==> src/rtl/gci_irq_controller_if.sv <==
// Config-table write port, IRQ request lines and the core interrupt handshake
// between the core pipeline (master) and the per-core IRQ controller (slave).
interface gci_irq_controller_if;
    localparam int unsigned N_LINE = 64;
    localparam int unsigned IDX_W  = 6;
    localparam int unsigned LVL_W  = 2;

    logic                 iCONFIG_TABLE_REQ;
    logic [IDX_W-1:0]     iCONFIG_TABLE_ENTRY;
    logic                 iCONFIG_TABLE_FLAG_MASK;
    logic                 iCONFIG_TABLE_FLAG_VALID;
    logic [LVL_W-1:0]     iCONFIG_TABLE_FLAG_LEVEL;
    logic [N_LINE-1:0]    iIRQ_LINE;
    logic                 oINTERRUPT_VALID;
    logic                 iINTERRUPT_ACK;
    logic [IDX_W-1:0]     oINTERRUPT_NUM;
    logic [N_LINE-1:0]    oPENDING;

    modport master (
        output iCONFIG_TABLE_REQ, iCONFIG_TABLE_ENTRY, iCONFIG_TABLE_FLAG_MASK,
               iCONFIG_TABLE_FLAG_VALID, iCONFIG_TABLE_FLAG_LEVEL, iIRQ_LINE,
               iINTERRUPT_ACK,
        input  oINTERRUPT_VALID, oINTERRUPT_NUM, oPENDING
    );

    modport slave (
        input  iCONFIG_TABLE_REQ, iCONFIG_TABLE_ENTRY, iCONFIG_TABLE_FLAG_MASK,
               iCONFIG_TABLE_FLAG_VALID, iCONFIG_TABLE_FLAG_LEVEL, iIRQ_LINE,
               iINTERRUPT_ACK,
        output oINTERRUPT_VALID, oINTERRUPT_NUM, oPENDING
    );
endinterface

==> src/rtl/gci_irq_controller.sv <==
// Per-core interrupt controller: 64-entry config table, rising-edge pending
// latch, level-priority selection and a valid/num/ack offer to the core.
module gci_irq_controller #(
    parameter logic RESET_MASK = 1'b1
) (
    input  logic                 iCLOCK,
    input  logic                 inRESET,
    gci_irq_controller_if.slave  bus
);
    localparam int unsigned N_LINE = 64;
    localparam int unsigned IDX_W  = 6;
    localparam int unsigned LVL_W  = 2;

    typedef struct packed {
        logic             mask;
        logic             valid;
        logic [LVL_W-1:0] level;
    } entry_t;

    typedef enum logic {ST_IDLE = 1'b0, ST_OFFER = 1'b1} state_t;

    entry_t             tbl [N_LINE];
    logic [N_LINE-1:0]  r_line;
    logic [N_LINE-1:0]  pending;
    logic [N_LINE-1:0]  pending_nxt;
    logic [N_LINE-1:0]  valid_vec;
    logic [N_LINE-1:0]  mask_vec;
    logic [N_LINE-1:0]  line_rise;
    logic [N_LINE-1:0]  ack_clr;
    logic [N_LINE-1:0]  cfg_clr;
    logic [N_LINE-1:0]  eligible;
    logic               sel_found;
    logic [IDX_W-1:0]   sel_num;
    logic [LVL_W-1:0]   sel_lvl;
    state_t             state;
    logic [IDX_W-1:0]   num;

    // Config table: a write replaces all three fields of one entry
    always_ff @(posedge iCLOCK or negedge inRESET) begin
        if (!inRESET) begin
            for (int i = 0; i < N_LINE; i++) begin
                tbl[i] <= '{mask: RESET_MASK, valid: 1'b0, level: '0};
            end
        end else if (bus.iCONFIG_TABLE_REQ) begin
            tbl[bus.iCONFIG_TABLE_ENTRY] <= '{mask:  bus.iCONFIG_TABLE_FLAG_MASK,
                                              valid: bus.iCONFIG_TABLE_FLAG_VALID,
                                              level: bus.iCONFIG_TABLE_FLAG_LEVEL};
        end
    end

    // Edge qualification uses the pre-write flags; an invalidating write beats a same-cycle set
    always_comb begin
        valid_vec = '0;
        mask_vec  = '0;
        for (int i = 0; i < N_LINE; i++) begin
            valid_vec[i] = tbl[i].valid;
            mask_vec[i]  = tbl[i].mask;
        end
        line_rise   = bus.iIRQ_LINE & ~r_line;
        ack_clr     = (state == ST_OFFER && bus.iINTERRUPT_ACK) ? (N_LINE'(1) << num) : '0;
        cfg_clr     = (bus.iCONFIG_TABLE_REQ && !bus.iCONFIG_TABLE_FLAG_VALID)
                      ? (N_LINE'(1) << bus.iCONFIG_TABLE_ENTRY) : '0;
        pending_nxt = ((pending & ~ack_clr) | (line_rise & valid_vec)) & ~cfg_clr;
        eligible    = pending & valid_vec & ~mask_vec;
    end

    // Highest level wins; strict compare keeps the lowest index on ties
    always_comb begin
        sel_found = 1'b0;
        sel_num   = '0;
        sel_lvl   = '0;
        for (int i = 0; i < N_LINE; i++) begin
            if (eligible[i] && (!sel_found || tbl[i].level > sel_lvl)) begin
                sel_found = 1'b1;
                sel_num   = IDX_W'(i);
                sel_lvl   = tbl[i].level;
            end
        end
    end

    always_ff @(posedge iCLOCK or negedge inRESET) begin
        if (!inRESET) begin
            r_line  <= '1;
            pending <= '0;
        end else begin
            r_line  <= bus.iIRQ_LINE;
            pending <= pending_nxt;
        end
    end

    // Offer FSM: once offered, the number is held until the core acks
    always_ff @(posedge iCLOCK or negedge inRESET) begin
        if (!inRESET) begin
            state <= ST_IDLE;
            num   <= '0;
        end else begin
            case (state)
                ST_IDLE: begin
                    if (sel_found) begin
                        num   <= sel_num;
                        state <= ST_OFFER;
                    end
                end
                ST_OFFER: begin
                    if (bus.iINTERRUPT_ACK) begin
                        state <= ST_IDLE;
                    end
                end
                default: state <= ST_IDLE;
            endcase
        end
    end

    assign bus.oINTERRUPT_VALID = (state == ST_OFFER);
    assign bus.oINTERRUPT_NUM   = num;
    assign bus.oPENDING         = pending;

endmodule

==> src/flat_wrapper.sv <==
// flat-port wrapper written by rule: the top's interface ports become plain ports
module gci_irq_controller_flat 
#(
    parameter logic RESET_MASK = 1'b1
)
  (iCLOCK, inRESET, bus_iCONFIG_TABLE_REQ, bus_iCONFIG_TABLE_ENTRY, bus_iCONFIG_TABLE_FLAG_MASK, bus_iCONFIG_TABLE_FLAG_VALID, bus_iCONFIG_TABLE_FLAG_LEVEL, bus_iIRQ_LINE, bus_iINTERRUPT_ACK, bus_oINTERRUPT_VALID, bus_oINTERRUPT_NUM, bus_oPENDING);
  gci_irq_controller_if bus_i ();
  input  logic iCLOCK;
  input  logic inRESET;
  input wire logic [$bits(bus_i.iCONFIG_TABLE_REQ)-1:0] bus_iCONFIG_TABLE_REQ;
  input wire logic [$bits(bus_i.iCONFIG_TABLE_ENTRY)-1:0] bus_iCONFIG_TABLE_ENTRY;
  input wire logic [$bits(bus_i.iCONFIG_TABLE_FLAG_MASK)-1:0] bus_iCONFIG_TABLE_FLAG_MASK;
  input wire logic [$bits(bus_i.iCONFIG_TABLE_FLAG_VALID)-1:0] bus_iCONFIG_TABLE_FLAG_VALID;
  input wire logic [$bits(bus_i.iCONFIG_TABLE_FLAG_LEVEL)-1:0] bus_iCONFIG_TABLE_FLAG_LEVEL;
  input wire logic [$bits(bus_i.iIRQ_LINE)-1:0] bus_iIRQ_LINE;
  input wire logic [$bits(bus_i.iINTERRUPT_ACK)-1:0] bus_iINTERRUPT_ACK;
  output wire logic [$bits(bus_i.oINTERRUPT_VALID)-1:0] bus_oINTERRUPT_VALID;
  output wire logic [$bits(bus_i.oINTERRUPT_NUM)-1:0] bus_oINTERRUPT_NUM;
  output wire logic [$bits(bus_i.oPENDING)-1:0] bus_oPENDING;
  assign bus_i.iCONFIG_TABLE_REQ = bus_iCONFIG_TABLE_REQ;
  assign bus_i.iCONFIG_TABLE_ENTRY = bus_iCONFIG_TABLE_ENTRY;
  assign bus_i.iCONFIG_TABLE_FLAG_MASK = bus_iCONFIG_TABLE_FLAG_MASK;
  assign bus_i.iCONFIG_TABLE_FLAG_VALID = bus_iCONFIG_TABLE_FLAG_VALID;
  assign bus_i.iCONFIG_TABLE_FLAG_LEVEL = bus_iCONFIG_TABLE_FLAG_LEVEL;
  assign bus_i.iIRQ_LINE = bus_iIRQ_LINE;
  assign bus_i.iINTERRUPT_ACK = bus_iINTERRUPT_ACK;
  assign bus_oINTERRUPT_VALID = bus_i.oINTERRUPT_VALID;
  assign bus_oINTERRUPT_NUM = bus_i.oINTERRUPT_NUM;
  assign bus_oPENDING = bus_i.oPENDING;
  gci_irq_controller #(.RESET_MASK(RESET_MASK)) u_core (.iCLOCK(iCLOCK), .inRESET(inRESET), .bus(bus_i));
endmodule
==> config.mk <==
export PLATFORM = sky130hd
export DESIGN_NAME = gci_irq_controller_flat
export DESIGN_NICKNAME = d
export VERILOG_FILES = /design/src/rtl/gci_irq_controller_if.sv /design/src/rtl/gci_irq_controller.sv /design/src/flat_wrapper.sv
export SDC_FILE = /design/constraint.sdc
export NUM_CORES = 1
export LEC_CHECK = 0
export BUFFER_PORTS_ARGS = -buffer_cell sky130_fd_sc_hd__buf_2
export CAP_MARGIN = 10
export CORE_MARGIN = 5
export CORE_UTILIZATION = 54
export DETAILED_ROUTE_END_ITERATION = 8
export PLACE_DENSITY = 0.75
export SYNTH_ARGS = -nofsm -noshare
export SYNTH_HDL_FRONTEND = slang
export SYNTH_SLANG_ARGS = --single-unit
==> constraint.sdc <==
create_clock -name iCLOCK -period 75.6 [get_ports iCLOCK]
set_input_delay 3.78 -clock iCLOCK [delete_from_list [all_inputs] [get_ports iCLOCK]]
set_output_delay 3.78 -clock iCLOCK [all_outputs]
set_load 0.005 [all_outputs]
# Yosys cells after proc, flatten, opt, wreduce, memory -nomap -nowiden
# Index checks and enable logic that the tools add are counted.
# classes
addsub	0
mul	0
n_div	0
order_cmp	65
n_eq_ne	0
shift	2
n_mux	198
n_bitwise	13
n_reduce_logical	194
# ops
operator	count
$and 64x64->64	6
$bwmux 256	1
$not 64->64	4
$mux 6	32
$mux 2	65
$mux 64	2
$shl 1x6->64 const A	2
$gt 2x2->1	63
$mux 5	16
$mux 1	67
$logic_and 1x1->1	66
$logic_not 1->1	64
$or 64x64->64	1
$logic_or 1x1->1	63
$mux 4	9
$demux 4 s6	1
$mux 3	4
$ge 7x7->1 const B	1
$lt 7x1->1 const B	1
$not 6->7	1
$pmux 1 s2	1
$reduce_and 2->1	1
$not 1->1	1
# word_totals
reg_bits	391
latch_bits	0
mem_bits_rw	0
rom_bits	0
input_bits	78
word_cells	668
memories	0

# Depth between registers and ports, before layout
# logic_depth
depth_word	257
ltp_mapped	434

# Worst setup path before layout
# No wires, ideal clock.
# synth_path
kind	flip-flop to flip-flop
startpoint	register u_core.tbl, in the netlist u_core.mask_vec[0]
endpoint	register u_core.num[3], in the netlist u_core.bus.oINTERRUPT_NUM[3]
t_arrival_ns	74.806
slack_ns	0.668
stages_incl_launch_ff	421
n_path_buf	1
period_less_slack_ns	74.932
cell_sequence	dfstp_2 > and3b_2 > nand2_1 > ha_1 > nor2b_1 > o21a_1 > a21oi_2 > nor2_1 > ha_1 > nor2b_1 > o21ai_1 > a21oi_2 > o31ai_4 > ha_1 > nand2_1 > o21ai_1 > a21oi_2 > mux2_2 > [385 not listed] > nor2_1 > o211ai_1 > a31o_2 > and2_1 > a21oi_2 > ha_1 > nand2_1 > o21ai_0 > a21o_1 > and3_1 > a21boi_2 > ha_1 > inv_1 > a21o_1 > a311oi_1 > and2_1 > nand2_1 > o32a_1
# synth_via
elab_chain_len	256
elab_cells_between_ends	438
cone_classes	order compare (63); mux (183); bitwise (2); reduce/logical (190)
# synth_lines
item	line_no	rtl
from (decl)	gci_irq_controller.sv:22	entry_t tbl [N_LINE];
from (signal, indexed assignment)	gci_irq_controller.sv:42	tbl[i] <= '{mask: RESET_MASK, valid: 1'b0, level: '0};
from (signal, indexed assignment)	gci_irq_controller.sv:45	tbl[bus.iCONFIG_TABLE_ENTRY] <= '{mask: bus.iCONFIG_TABLE_FLAG_MASK,
$not 64->64 *	gci_irq_controller.sv:64	eligible = pending & valid_vec & ~mask_vec;
$and 64x64->64 *	gci_irq_controller.sv:64	
$mux 2 or $mux 1 (tied branches)	gci_irq_controller.sv:73	if (eligible[i] && (!sel_found || tbl[i].level > sel_lvl)) begin
$gt 2x2->1 or $logic_not 1->1 (tied branches)	gci_irq_controller.sv:73	
$logic_or 1x1->1	gci_irq_controller.sv:73	
$logic_and 1x1->1	gci_irq_controller.sv:73	
$mux 2 or $mux 1 (tied branches)	gci_irq_controller.sv:73	
$gt 2x2->1 or $logic_not 1->1 (tied branches)	gci_irq_controller.sv:73	
[240 not listed]	--	
$logic_or 1x1->1	gci_irq_controller.sv:73	
$logic_and 1x1->1	gci_irq_controller.sv:73	
$mux 2 or $mux 1 (tied branches)	gci_irq_controller.sv:73	
$gt 2x2->1 or $logic_not 1->1 (tied branches)	gci_irq_controller.sv:73	
$logic_or 1x1->1	gci_irq_controller.sv:73	
$logic_and 1x1->1	gci_irq_controller.sv:73	
$mux 1	gci_irq_controller.sv:73	
$reduce_and 2->1 (no source line)	--	
to (signal assigned)	gci_irq_controller.sv:100	num <= sel_num;
to (decl)	gci_irq_controller.sv:36	logic [IDX_W-1:0] num;
# Every way passes the cells marked *; elsewhere a longest branch is shown, timed or not.
# A chain may end at the register's enable or synchronous reset.

# Final worst setup path
# Same ends and word-level chain as after synthesis.

==> impl_metrics.env <==
export IMPL_synthTopCellsByArea="dfrtp_1, dfstp_2, mux2_2"
export IMPL_syn_nets=2479
export IMPL_synth_top_area_share_pct=29.5
export IMPL_p_per_area_nw_per_um2=52.5
export IMPL_grt_ovfl_total=0
export IMPL_finalSetupViolCount=0
export IMPL_antenna_found_initial=2
export IMPL_yosys_area_top_type="dfrtp_1"
export IMPL_clkTransAtPathRegs_ns=0.06
export IMPL_syn2layout_area_growth_pct=24.5
export IMPL_synth_compound_area_share_pct=17.1
export IMPL_yosysUniqueCellTypes=105
export IMPL_start_kind="flip-flop"
export IMPL_fin_hold_ws_ns=0.504
export IMPL_drtAntennaViolNets=0
export IMPL_clock_sinks=391
export IMPL_route_detailed_drc=0
export IMPL_start_util_pct=54.6
export IMPL_first_global_vias=19600
export IMPL_crit_slowest_cell="or4b_4"
export IMPL_report_final_slew_viol_count=0
export IMPL_finalWorstPathRequiredPeriod_ns=72.70
export IMPL_tritoncts="built"
export IMPL_path_class="reg2reg"
export IMPL_num_antenna_cells=0
export IMPL_multi_input_area_um2=12800
export IMPL_relSlewSlack_pct=29.6
export IMPL_worst_pin_slew_ns=1.05
export IMPL_fp_dieH_um=213
export IMPL_root_buffer="clkbuf_16"
export IMPL_synth_fa_ha_area_share_pct=4.42
export IMPL_status="completed"
export IMPL_critical_path_top_delay_family="compound AO/OA/AOI/OAI gates"
export IMPL_io_pins=149
export IMPL_hold_path_class="reg2reg"
export IMPL_hold_viol_final=0
export IMPL_timing_fmax_ghz=0.0138
export IMPL_avgViaCountPerCell=6.13
export IMPL_cp_slowest_stage_delay_ns=0.57
export IMPL_vias=19900
export IMPL_ys_seq_area_share_pct=44.6
export IMPL_core_um2=40800
export IMPL_grt_util_all_layers_pct=29.9
export IMPL_synth_edff_count=0
export IMPL_io_buffers=148
export IMPL_syn_inst=2332
export IMPL_peakVddDrop_mv=0.0320
export IMPL_seq_area_um2=9940
export IMPL_gp_congestion=0.951
export IMPL_finalCritPeriodShare_pct=96.2
export IMPL_avgSynthCellArea_um2=9.55
export IMPL_static_leakage_power_nw=12.1
export IMPL_fillers=3087
export IMPL_grt_max_degree=184
export IMPL_final_util_pct=67.9
export IMPL_hold_buffers=0
export IMPL_fin_nets=2831
export IMPL_clock_skew_ns=0.0153
export IMPL_end_kind="flip-flop"
export IMPL_synth_xor_area_share_pct=0
export IMPL_yosysMostFrequentCell="nand2_1"
export IMPL_pre_cts_slack_ns=-2.82
export IMPL_async_reset_ff_share_pct=100
export IMPL_ys_top_cells_by_count="nand2_1, nor2_1, dfrtp_1"
export IMPL_path_max_fanout=6
export IMPL_syn_area_um2=22300
export IMPL_hpwl_um=48200
export IMPL_cp_required_ns=76.06
export IMPL_crit_top_cell="ha_1"
export IMPL_cp_arrival_ns=73.16
export IMPL_muxShareOfSynthArea_pct=11.2
export IMPL_synthFlopType="dfrtp_1"
export IMPL_first_pass_iters=5
export IMPL_cts_inserted_buffers=43
export IMPL_fp_row_count=74
export IMPL_synth_top_family_by_area="simple AND/OR/NAND/NOR gates"
export IMPL_grt_pass1_wl_um=107000
export IMPL_routed_wl_um=70800
export IMPL_drive_above_1_share_pct=39.1
export IMPL_worst_slack_ns=2.90
export IMPL_clk_path_buf_depth=3
export IMPL_htreeDepth=2
export IMPL_cap_violations=0
export IMPL_die_area_um2=45400
export IMPL_clock_latency_ns=0.58
export IMPL_drt_iter0_drc=1702
export IMPL_yosys_area_share_simple_pct=20.0
export IMPL_ys_warn_count=0
export IMPL_synth_seq_cells=391
export IMPL_die_x_um=213
export IMPL_crit_buf_inv=20
export IMPL_wl_per_cell_um=21.8
logic make-up after synthesis:
logic type	after synthesis
flops	391
fa+ha+maj	81
buf+inv	156
mux	222
compound gates	564
simple gates	918
report_power, final:
group / internal, mW / switching, mW / leakage, nW
Sequential: 0.255 / 0.0382 / 4.54
Combinational: 0.463 / 0.478 / 6.86
Clock: 0.134 / 0.0884 / 0.730
cells in the final DEF (no fill, tap or decap), types with 10 or more instances in the layout:
master,instances
clkbuf_8,10
a21oi_1,120
nor3_1,79
a21o_1,16
buf_2,144
and2_4,10
a22oi_1,10
o21ai_0,151
and2_1,15
nor2_2,36
o21ai_1,18
dfrtp_1,263
o211ai_1,16
o21a_1,15
inv_1,86
nand2_2,12
dfstp_2,128
or2_2,17
nor2b_1,11
nand3b_1,91
ha_1,52
and3_1,14
nor4_1,14
mux2_4,10
nor2_1,222
nand3_1,46
nand2b_1,13
a21oi_2,28
nand2_1,255
clkbuf_16,44
a211oi_1,11
clkbuf_1,12
mux2_2,208
buf_4,224
o21ai_2,23
ha_4,15
cell type report:
cell class | instances | share of cell area [%]
Sequential cell | 391 | 35.8
Timing Repair Buffer | 370 | 8.79
Clock buffer | 66 | 4.63
Tap cell | 532 | 2.40
Inverter | 93 | 1.26
Clock inverter | 14 | 0.776
Multi-Input combinational cell | 1785 | 46.3
layer usage:
layer | up-vias | GRT usage, % | wire length [µm]
met1 | 9820 | 39.5 | 29700
met5 | - | 0 | 20
li1 | 9128 | - | -
met4 | 2 | 11.7 | 3250
met2 | 773 | 48.8 | 32800
met3 | 214 | 5.92 | 4990
timing repair:
action                     CTS  global route
resized for setup           41           241
pin swaps                   17           197
setup endpoints to repair    6             6
setup buffers               22            68
hold endpoints to repair     0             0
path summary, 6_finish.rpt:
path | slack, ns | end | startpoint | depth (start not counted)
worst max-delay path | 2.90 | u_core.bus.oINTERRUPT_NUM[3] | u_core.mask_vec[0] | 431
min in group asynchronous | 3.21 | u_core.tbl[17] | inRESET | 1
worst min-delay path | 0.50 | u_core.tbl[212] | u_core.tbl[212] | 1
max in group asynchronous | 70.95 | u_core.tbl[132] | inRESET | 2
worst min register to register | 0.50 | u_core.tbl[212] | u_core.tbl[212] | 1
worst max register to register | 2.90 | u_core.bus.oINTERRUPT_NUM[3] | u_core.mask_vec[0] | 431
state kept, by name (all words and copies together), names as in the netlist:
signal	cells
u_core.tbl	192
u_core.r_line	64
u_core.bus.oINTERRUPT_VALID	1
u_core.bus.oPENDING	64
u_core.mask_vec	64
u_core.bus.oINTERRUPT_NUM	6
metrics by stage:
stage / total power, mW / area, µm² / setup TNS (ns) / cells
after CTS: 1.28 / 26300 / 0 / 3183
after floorplan: 0.769 / 22300 / 0 / 2332
final: 1.46 / 27700 / 0 / 3251
after global routing: 1.56 / 27700 / -5.27 / 3251
after detailed placement: 1.03 / 24500 / -15.55 / 3081
after global placement: 1.00 / 24500 / -2.67 / 3081
No activity file was read; power rests on OpenSTA's default activity.
